### src/rtl/barrel_pkg.sv
// barrel_pkg: shared types and constants for the barrel shifter command path
package barrel_pkg;
    localparam int DATA_W = 4;
    localparam logic SEL_SHIFT  = 1'b0;
    localparam logic SEL_ROTATE = 1'b1;
    localparam logic DIR_RIGHT  = 1'b0;
    localparam logic DIR_LEFT   = 1'b1;
    typedef struct packed {
        logic       select;
        logic       direction;
        logic [1:0] shift;
        logic [3:0] din;
    } barrel_cmd_t;
    typedef enum logic {RES_EMPTY, RES_FULL} res_state_t;
endpackage

### src/rtl/barrel_cmd_fifo.sv
// barrel_cmd_fifo: synchronous command FIFO with occupancy count and clear
module barrel_cmd_fifo
    import barrel_pkg::*;
#(
    parameter int DEPTH = 4
) (
    input  logic                     clk,
    input  logic                     rst_n,
    input  logic                     clear,
    input  logic                     push,
    input  logic                     pop,
    input  barrel_cmd_t              wdata,
    output barrel_cmd_t              rdata,
    output logic                     full,
    output logic                     empty,
    output logic [$clog2(DEPTH):0]   count
);
    localparam int AW = $clog2(DEPTH);
    barrel_cmd_t   mem [DEPTH];
    logic [AW-1:0] wr_ptr;
    logic [AW-1:0] rd_ptr;
    assign full  = count == (AW+1)'(DEPTH);
    assign empty = count == '0;
    assign rdata = empty ? '0 : mem[rd_ptr];
    always_ff @(posedge clk)
        if (push)
            mem[wr_ptr] <= wdata;
    always_ff @(posedge clk or negedge rst_n)
        if (!rst_n) begin
            wr_ptr <= '0;
            rd_ptr <= '0;
            count  <= '0;
        end else if (clear) begin
            wr_ptr <= '0;
            rd_ptr <= '0;
            count  <= '0;
        end else begin
            if (push)
                wr_ptr <= wr_ptr + 1'b1;
            if (pop)
                rd_ptr <= rd_ptr + 1'b1;
            if (push && !pop)
                count <= count + 1'b1;
            else if (pop && !push)
                count <= count - 1'b1;
        end
endmodule

### src/rtl/barrel_shifter.sv
// barrel_shifter: combinational 4-bit logical shift / rotate
module barrel_shifter
    import barrel_pkg::*;
(
    input  logic [DATA_W-1:0] din,
    input  logic [1:0]        shift,
    input  logic              direction,
    input  logic              select,
    output logic [DATA_W-1:0] dout
);
    logic [2*DATA_W-1:0] dbl_l;
    logic [2*DATA_W-1:0] dbl_r;
    // rotating a doubled word turns the wrap-around into a plain shift
    assign dbl_l = {din, din} << shift;
    assign dbl_r = {din, din} >> shift;
    always_comb
        dout = (select == SEL_ROTATE)
            ? ((direction == DIR_LEFT) ? dbl_l[2*DATA_W-1:DATA_W] : dbl_r[DATA_W-1:0])
            : ((direction == DIR_LEFT) ? din << shift : din >> shift);
endmodule

### src/rtl/barrel_cmd_sequencer.sv
// barrel_cmd_sequencer: queued shift/rotate commands feeding a registered result port
module barrel_cmd_sequencer
    import barrel_pkg::*;
#(
    parameter int DEPTH = 4
) (
    input  logic                   clk,
    input  logic                   rst_n,
    input  logic                   cmd_valid,
    output logic                   cmd_ready,
    input  logic                   cmd_select,
    input  logic                   cmd_direction,
    input  logic [1:0]             cmd_shift,
    input  logic [DATA_W-1:0]      cmd_din,
    input  logic                   flush,
    output logic                   res_valid,
    input  logic                   res_ready,
    output logic [DATA_W-1:0]      res_data,
    output logic [$clog2(DEPTH):0] fifo_count
);
    barrel_cmd_t       head;
    barrel_cmd_t       wcmd;
    logic              full;
    logic              empty;
    logic              push;
    logic              issue;
    logic [DATA_W-1:0] dout;
    res_state_t        state;
    // cmd_ready only looks at registered occupancy and flush, never at res_ready
    assign cmd_ready = !full && !flush;
    assign push      = cmd_valid && cmd_ready;
    assign issue     = !empty && (!res_valid || res_ready) && !flush;
    assign res_valid = state == RES_FULL;
    assign wcmd      = '{select: cmd_select, direction: cmd_direction, shift: cmd_shift, din: cmd_din};
    barrel_cmd_fifo #(.DEPTH(DEPTH)) u_fifo (
        .clk   (clk),
        .rst_n (rst_n),
        .clear (flush),
        .push  (push),
        .pop   (issue),
        .wdata (wcmd),
        .rdata (head),
        .full  (full),
        .empty (empty),
        .count (fifo_count)
    );
    barrel_shifter u_shifter (
        .din       (head.din),
        .shift     (head.shift),
        .direction (head.direction),
        .select    (head.select),
        .dout      (dout)
    );
    always_ff @(posedge clk or negedge rst_n)
        if (!rst_n) begin
            state    <= RES_EMPTY;
            res_data <= '0;
        end else if (flush) begin
            state    <= RES_EMPTY;
            res_data <= '0;
        end else if (issue) begin
            state    <= RES_FULL;
            res_data <= dout;
        end else if (res_ready) begin
            state    <= RES_EMPTY;
        end
endmodule

### config.mk
export PLATFORM = sky130hd
export DESIGN_NAME = barrel_cmd_sequencer
export DESIGN_NICKNAME = d
export VERILOG_FILES = /design/src/rtl/barrel_pkg.sv /design/src/rtl/barrel_cmd_fifo.sv /design/src/rtl/barrel_shifter.sv /design/src/rtl/barrel_cmd_sequencer.sv
export SDC_FILE = /design/constraint.sdc
export NUM_CORES = 1
export LEC_CHECK = 0
export CELL_PAD_IN_SITES_DETAIL_PLACEMENT = 1
export CELL_PAD_IN_SITES_GLOBAL_PLACEMENT = 1
export CORE_MARGIN = 1.5
export CORE_UTILIZATION = 45
export CTS_BUF_LIST = sky130_fd_sc_hd__clkbuf_4
export DETAILED_ROUTE_END_ITERATION = 10
export GPL_ROUTABILITY_DRIVEN = 0
export GPL_TIMING_DRIVEN = 0
export MAX_ROUTING_LAYER = met4
export PLACE_DENSITY_LB_ADDON = 0.1
export SLEW_MARGIN = 20
export SYNTH_ARGS = -nofsm -noshare
export SYNTH_HDL_FRONTEND = slang
export SYNTH_SLANG_ARGS = --single-unit
### constraint.sdc
create_clock -name clk -period 2.6 [get_ports clk]
set_clock_uncertainty 0.15 [all_clocks]
set_input_delay 0.39 -clock clk [delete_from_list [all_inputs] [get_ports clk]]
set_output_delay 0.39 -clock clk [all_outputs]
set_load 0.1 [all_outputs]
==> results.md <==
- Antenna violations before repair: 0
- Crit path max fanout: 10
- Most frequent cells in the layout: edfxtp_1 (32), clkdlybuf4s50_1 (20), nor2_1 (10), mux4_2 (9), dfrtp_1 (9)
- Post-Place Worst Slack: -0.3854 ns
- Period utilization: 94.93%
- Mapped Avg Cell Area: 13.91 um2
- Layout cells sized above 1: 16.76%
- Grt ovf: 0
- Top cell type by total area after synthesis: edfxtp_1
- First-pass GRT wire length: 7.272 mm
- CTS Hold Bufs: 0
- Post-synth EDFFs: 32
- Final Hold Fails: 0
- Tot GR Track Use: 19.36%
- Drc violations: 0
- Synthesized cell area: 2101 um2
- Worst Max-Slew Pin Slew: 0.9679 ns
- Cells after DPL: 224
- Kind of critical path: input port to output pin
- Vias: 1349
- Synthesized Nets: 169
- Total Die Area: 5087 um2
- Yosys warning total: 0
- Largest net degree at the start of global routing: 15
- Final setup fails: 0
- Vias in the first global route: 1423
- Clk slew on worst S/H paths: 0.13 ns
- Post-DRT Antenna Nets: 0
- Final cell count without fillers: 231
- Root Driver: clkbuf_4
- Overall routed net length: 4.190 mm
- Area Overhead vs Synth: 18.82%
- N_diodes: 0
- Final Power: 2.809 mW
- Worst rel slew slack: 35.27%
- Initial Utilization: 47.59%
- Min-Delay Path Class: input port to asynchronous set/reset pin
- Syn Inst Count: 151
- Post-synth top flop: edfxtp_1
- # Max-Cap Violations: 0
- I/O Buffers: 21
- Clk Latency, worst-skew pair: 0.34 ns
- Detailed Place HPWL: 3.112 mm
- Final TNS setup: 0 ns
- Final Cell Area: 2496 um2
- RSZ-0062 raised after global routing: no
- Chip height: 71.33 um
- Clk buf depth: 2
- Max Transition Viols Final: 0
- Max VDD drop: 0.0003977 V
- Achievable Freq: 405.1 MHz
- First-pass DRT Iterations: 4
- Status: finished, final reports clean
- Crit-path slowest cell: clkdlybuf4s50_1
- Post-synth ARST share: 27.27%
- Slowest stage delay, CP: 0.53 ns
- Leak pwr: 0.8886 nW
- CP Cell Sequence: clkdlybuf4s50_1, clkbuf_1, nor2_2, clkdlybuf4s15_2
- Synth top area cells: edfxtp_1 (46%), dfrtp_1 (14%), mux4_2 (9.6%), mux2i_1 (3.8%), ha_1 (2.4%)
- Tmin final: 2.468 ns
- Placed cell area: 2382 um2
- Yosys reg bits: 44
- Area of the core: 4414 um2
- Netlist cell types: 36
- CTS buffer count: 5
- Vias per cell: 5.840
- PD cells: 1125 nW/um2
- Final worst-path setup slack: 0.1317 ns
- Synth top area share: 45.74%
- Commonest non-fill, non-tap cell in the layout: edfxtp_1
- Clk sink count: 44
- Chip width: 71.33 um
- I/O Pins: 22
- Sequential fraction of the synthesis area: 60.04%
- Nets: 196
- Reg2reg path depth: 6
- 1st-iter DRT viols: 61
- CP startpoint kind: input port
- CTS tree: done
- Worst endpoint required time: 2.06 ns
- H-tree Lvls: 2
- CP Capture Type: output pin
- Num rows: 24
- Avg WL per Cell: 18.14 um
- Arrival time worst endpoint: 1.93 ns
[power breakdown]
group,internal (mW),switching [mW]
sequential,0.853,0.0585
clock,0.311,0.216
combinational,0.471,0.900
total,1.63,1.17
[Yosys cell counts (2+ instances only)]
| library cell | instances |
|---|---|
| nor3_1 | 5 |
| mux2i_1 | 8 |
| inv_1 | 5 |
| a2111oi_0 | 3 |
| mux4_2 | 9 |
| ha_1 | 4 |
| clkbuf_1 | 5 |
| nor2_1 | 11 |
| a21oi_1 | 3 |
| o31ai_1 | 3 |
| dfrtp_1 | 12 |
| nand2_1 | 9 |
| a221oi_1 | 2 |
| a211oi_1 | 4 |
| buf_2 | 2 |
| or3_1 | 2 |
| edfxtp_1 | 32 |
| nor2b_1 | 2 |
| nand2b_1 | 2 |
| nor3b_1 | 5 |
| nand3_1 | 3 |
| and2_1 | 6 |
[registers in the layout (all words and copies together) (netlist names)]
register / count
u_fifo.rd_ptr: 2
u_fifo.wr_ptr: 2
res_data: 4
u_fifo.count: 3
u_fifo.mem: 32
res_valid: 1
[worst max-delay path: cells and delay by family]
family	cells	cell delay [ns]
buf+inv	3	1.46
simple gates	1	0.08
[final cells by class]
type,instances,area [um2]
plain buffers,7,36.28
flip-flops and latches,44,1265
well taps,52,65.06
inverters,5,18.77
multi-input cells,94,794.5
fillers,440,1918
clock buffers,6,45.04
repair buffers,21,211.5
clock inverters,2,60.06
[kinds of logic (layout without fill, tap and decap cells)]
| kind of cell | count (synthesis) | count (layout) | share of synthesized area (%) |
|---|---|---|---|
| compound gates | 22 | 22 | 7.743 |
| mux | 17 | 17 | 13.46 |
| buf+inv | 13 | 41 | 2.799 |
| flops | 44 | 44 | 60.04 |
| simple gates | 48 | 48 | 11.79 |
| fa+ha+maj | 5 | 5 | 3.335 |
| xor+xnor | 2 | 2 | 0.8340 |
[layer usage]
metal	GRT usage, %	wire [um]	vias to the layer above
li1	-	-	633
met1	25.86	1903	682
met2	30.76	2109	28
met3	4.079	132	6
met4	4.612	44	0
met5	-	0	-
[metrics by stage]
stage,utilization [%],hold WS [ns]
detailed placement,53.97,0.3703
floorplan,-,-0.05559
finish,56.55,0.2348
CTS,56.38,0.2569
global placement,53.97,0.3657
global route,56.55,0.2689
[final timing paths]
kind                                        from              end  slack [ns]
worst max-delay path                       flush        cmd_ready        0.13
worst min-delay path                       rst_n      res_data[2]        0.23
worst max register to register  u_fifo.rd_ptr[0]      res_data[0]        0.20
worst min register to register   u_fifo.count[0]  u_fifo.count[0]        0.39
max in group asynchronous                  rst_n  u_fifo.count[1]        1.67
min in group clk                 u_fifo.count[0]  u_fifo.count[0]        0.39
[repair_timing]
item,in CTS,in global routing
pin swaps,0,0
buffers inserted,0,0
setup endpoints to repair,1,34
gates resized for setup,3,5
(Power assumes the default switching activity.)
